### config.mk
export PLATFORM = sky130hd
export DESIGN_NAME = pc_sequencer
export DESIGN_NICKNAME = d
export VERILOG_FILES = /design/src/rtl/pc_sequencer.sv
export SDC_FILE = /design/constraint.sdc
export NUM_CORES = 1
export LEC_CHECK = 0
export BUFFER_PORTS_ARGS = -buffer_cell sky130_fd_sc_hd__buf_4
export CAP_MARGIN = 10
export CORE_MARGIN = 2
export CORE_UTILIZATION = 45
export DETAILED_ROUTE_END_ITERATION = 16
export GPL_ROUTABILITY_DRIVEN = 0
export GPL_TIMING_DRIVEN = 0
export PLACE_DENSITY = 0.69
export SETUP_SLACK_MARGIN = 0.05
export SLEW_MARGIN = 20
export SYNTH_ARGS = -nofsm -noshare
export SYNTH_HDL_FRONTEND = slang
export SYNTH_SLANG_ARGS = --single-unit
### constraint.sdc
create_clock -name clk -period 1.9 [get_ports clk]
set_clock_uncertainty 0.05 [all_clocks]
set_input_delay 0.475 -clock clk [delete_from_list [all_inputs] [get_ports clk]]
set_output_delay 0.475 -clock clk [all_outputs]
set_load 0.05 [all_outputs]
### src/rtl/pc_sequencer.sv
`default_nettype none
// ============================================================================
// Module   : pc_sequencer
// Brief    : Registered program counter with a shift-register return stack.
//            Optional stack overflow/underflow flags: define SEQ_STACK_GUARD_EN.
// Revision : 1.0 - initial release
// ============================================================================
module pc_sequencer #(
    parameter int               PC_W        = 9,
    parameter int               STACK_DEPTH = 2,
    parameter logic [PC_W-1:0]  RST_VEC     = {PC_W{1'b1}}
) (
    input  logic                               clk,
    input  logic                               rst,
    input  logic                               en,
    input  logic [11:0]                        instr,
    input  logic                               z,
    input  logic                               pcl_wr,
    input  logic [7:0]                         f_in_data,
    output logic [PC_W-1:0]                    pc,
    output logic [7:0]                         pcl1,
    output logic [$clog2(STACK_DEPTH+1)-1:0]   stk_lvl,
    output logic                               stk_ovf,
    output logic                               stk_unf
);

    localparam int              LVL_W     = $clog2(STACK_DEPTH+1);
    localparam logic [LVL_W-1:0] c_LVL_MAX = LVL_W'(STACK_DEPTH);

    logic [PC_W-1:0]  r_pc;
    logic [PC_W-1:0]  r_stack [STACK_DEPTH];
    logic [LVL_W-1:0] r_lvl;

    logic [PC_W-1:0]  w_pc_inc;
    logic [PC_W-1:0]  w_pc_skip;
    logic [PC_W-1:0]  w_pc_next;
    logic             w_goto;
    logic             w_call;
    logic             w_ret;
    logic             w_skip;
    logic             w_full;
    logic             w_empty;

    assign w_pc_inc  = r_pc + PC_W'(1);
    assign w_pc_skip = r_pc + PC_W'(2);

    // Decode in priority order; skips only qualify when no branch matched.
    assign w_goto = (instr[11:9] == 3'b101);
    assign w_call = (instr[11:8] == 4'b1001);
    assign w_ret  = (instr[11:8] == 4'b1000);
    assign w_skip = ((instr[11:8] == 4'b0111) && !z) ||
                    ((instr[11:8] == 4'b0110) &&  z) ||
                    ((instr[11:6] == 6'b001111) && z) ||
                    ((instr[11:6] == 6'b001011) && z);

    assign w_full  = (r_lvl == c_LVL_MAX);
    assign w_empty = (r_lvl == '0);

    always_comb begin
        w_pc_next = w_pc_inc;
        if (w_goto) begin
            w_pc_next = PC_W'(instr[8:0]);
        end else if (w_call) begin
            w_pc_next = PC_W'(instr[7:0]);
        end else if (w_ret) begin
            w_pc_next = r_stack[0];
        end else if (w_skip) begin
            w_pc_next = w_pc_skip;
        end else if (pcl_wr) begin
            w_pc_next = PC_W'(f_in_data);
        end
    end

    always_ff @(posedge clk) begin
        if (rst) begin
            r_pc  <= RST_VEC;
            r_lvl <= '0;
            for (int i = 0; i < STACK_DEPTH; i++) begin
                r_stack[i] <= '0;
            end
        end else if (en) begin
            r_pc <= w_pc_next;
            if (w_call && !w_goto) begin
                for (int i = 1; i < STACK_DEPTH; i++) begin
                    r_stack[i] <= r_stack[i-1];
                end
                r_stack[0] <= w_pc_inc;
                if (!w_full) begin
                    r_lvl <= r_lvl + LVL_W'(1);
                end
            end else if (w_ret && !w_goto) begin
                // Bottom entry is left in place so it is duplicated upward.
                for (int i = 0; i < STACK_DEPTH - 1; i++) begin
                    r_stack[i] <= r_stack[i+1];
                end
                if (!w_empty) begin
                    r_lvl <= r_lvl - LVL_W'(1);
                end
            end
        end
    end

`ifdef SEQ_STACK_GUARD_EN
    logic r_ovf;
    logic r_unf;

    always_ff @(posedge clk) begin
        if (rst) begin
            r_ovf <= 1'b0;
            r_unf <= 1'b0;
        end else if (en) begin
            if (w_call && w_full) begin
                r_ovf <= 1'b1;
            end
            if (w_ret && w_empty) begin
                r_unf <= 1'b1;
            end
        end
    end

    assign stk_ovf = r_ovf;
    assign stk_unf = r_unf;
`else
    assign stk_ovf = 1'b0;
    assign stk_unf = 1'b0;
`endif

    assign pc      = r_pc;
    assign pcl1    = w_pc_inc[7:0];
    assign stk_lvl = r_lvl;

endmodule
`default_nettype wire
==> results.toml <==
[outcome]
status = "complete, but fails checks"
failed_checks = "negative setup slack"

[power_and_ir_drop]
pwr_density_cell_mw_per_mm2 = 908.8
leakagePower_nw = 1.124
ir_drop_v = 0.0004456
finalPower_mw = 2.519

[route]
dr_total_vias = 1809
drt_first_pass_iters = 4
wl_per_cell_um = 18.39
drt-vias-per-instance = 5.817
initialDrtViolationCount = 216
wl_um = 5719
ant_nets = 0
remaining_drc_errors = 0

[sta]
min_period_ns = 2.052
rsz0062_at_grt = "yes"
worst_pin_slew_ns = 0.5051
setup_violations = 4
fmaxAchievable_mhz = 487.3
min_period_over_period = 1.080
max_slew_margin = 0.6633
fin_ws_ns = -0.1521
hold_violations = 0
slew_viol_final = 0

[synthesis]
synth-edff-count = 18
synth.top_cell.area_share = 0.2831
synth-simple-area-share = 0.1979
synth-compound-area-share = 0.1848
ys_warn_count = 0
ys_ff_latch = 29
synth_xor_area_frac = 0.06422
synth.largest_area_cell = "edfxtp_1"
synth_area_per_cell_um2 = 9.842
synth_fa_ha_area_frac = 0.01966
synth_cell_types = 52
muxShareOfSynthArea = 0.06684
synthCells = 194
ys_top_cells_by_count = "nand2_1, edfxtp_1, o21ai_0"
synth_seq_area_share = 0.3984
synth-main-ff-cell = "edfxtp_1"
yosys-top-cells-area = "edfxtp_1, dfxtp_1, nand2_1"
synth.most_common_cell = "nand2_1"
syn_area_mm2 = 0.001909
synthArstFlopShare = 0
synth_top_family_by_area = "simple AND/OR/NAND/NOR gates"

[place]
port_buffers = 40
dp_hpwl_um = 3732
post-place-ws_ns = -0.1648

[global_route]
grt_max_degree = 11
grt_pass1_wl_um = 8845
antenna_found_initial = 0
grt_overflow_total = 0
grt_pass1_vias = 1751
track_usage = 0.2363

[floorplanning]
die_w_um = 69.14
fp.dieH_um = 69.14
start_util = 0.4739
ios = 46
fp.dieArea_mm2 = 0.004780
rows = 23
core_mm2 = 0.004029

[final_layout]
nFillCells = 335
drive_above_1_share = 0.4483
antenna_cells = 0
multiInputGateArea_mm2 = 0.001194
finalNetCount = 288
regArea_um2 = 782.0
area_delta_synth_final_pct = 45.15

[setup_path]
end_kind = "output port"
required_ns = 1.37
rr_startpoint = "pc[1]"
cp_max_fo = 5
crit_type = "reg2out"
cp.arrival_ns = 1.53
crit_path_start_kind = "flop"
startpoint = "pc[1]"

[worst_hold_path]
min_path_type = "in2reg"
hold_path.startpoint = "rst"

[clocking]
htreeDepth = 2
path_clk_slew_ns = 0.07
clk_path_buf_depth = 2
clockRootBuffer = "clkbuf_8"
cts_tree = "yes"
hold_buffers = 0
clock_latency_ns = 0.28
cts.sinks = 29
cts_inserted_buffers = 5

[flow_run]
drv_cap = 0
## path summary, 6_finish.rpt
kind	slack, ns	to	cells past startpoint
worst min register to register	0.48	stk_lvl[1]	2
worst max-delay path	-0.15	pcl1[5]	4
worst max register to register	0.03	pc[5]	8
worst min-delay path	0.41	stk_lvl[1]	2
## metal layers
layer / part of all wire / global-route usage / up-vias
li1: - / - / 839
met1: 0.42 / 0.2971 / 846
met2: 0.48 / 0.3835 / 103
met3: 0.067 / 0.05702 / 21
met4: 0.034 / 0.1068 / 0
met5: 0 / 0 / -
## metrics by stage
step	util	TNS (ns)	hold slack, ns	instance area (µm²)	instances
floorplan	-	-0.1368	0.4463	2008	195
global placement	0.5885	-0.2779	0.4645	2371	285
detailed placement	0.5885	-0.4050	0.4691	2371	285
CTS	0.6581	-0.4592	0.3954	2651	302
global route	0.6879	-0.7196	0.4154	2771	311
finish	0.6879	-0.4255	0.4089	2771	311
## timing repair
item                                   CTS  global route
gates resized for setup                 18            12
setup buffers                           10             9
setup endpoints to repair                7             9
pin swaps                               10             4
endpoints found under the hold margin    0             0
## where the power goes
part	internal (mW)	leakage (nW)	switching (mW)
Clock	0.426	0.0574	0.260
Sequential	0.710	0.278	0.0537
Combinational	0.464	0.789	0.605
Total	1.60	1.12	0.919
## placed cells by master (no fill, tap or decap), types with 3 or more instances in the layout
| cell type | n |
|---|---|
| buf_4 | 59 |
| nand2_1 | 18 |
| edfxtp_1 | 18 |
| o21ai_0 | 13 |
| and2_1 | 10 |
| buf_6 | 7 |
| a21oi_1 | 7 |
| nor2_1 | 6 |
| mux2i_1 | 6 |
| mux2_2 | 6 |
| clkbuf_8 | 6 |
| nand4_1 | 5 |
| a22o_1 | 5 |
| xnor2_1 | 5 |
| dfxtp_4 | 5 |
| buf_8 | 4 |
| nand2b_1 | 4 |
| xor2_1 | 4 |
| o22ai_1 | 4 |
| a31oi_1 | 4 |
| dfxtp_1 | 4 |
| inv_1 | 3 |
| nand3_1 | 3 |
| a211o_1 | 3 |
## flip-flops by register name, summed over array words and instances (netlist names)
signal	count
stk_lvl	2
pc	9
r_stack	18
## cell type report
class	count	area share
plain buffers	12	0.03928
clock inverters	2	0.01354
multi-input cells	147	0.4307
clock buffers	6	0.02980
flip-flops and latches	29	0.2822
repair buffers	59	0.1720
well taps	50	0.02257
inverters	6	0.009932
## logic make-up after synthesis
logic type                 after synthesis
adders and majority gates                3
other                                    1
muxes                                   12
AOI/OAI and AO/OA                       50
DFF                                     29
xor gates and xnor gates                14
buffers and inverters                   19
and+or+nand+nor                         66
## critical path: stages (launching register included)
cell and delay [ns]:
dfxtp_4 0.40, ha_2 0.22, nand4_1 0.20, xnor2_4 0.24, buf_6 0.18
Power figures use the tool's default switching activity.
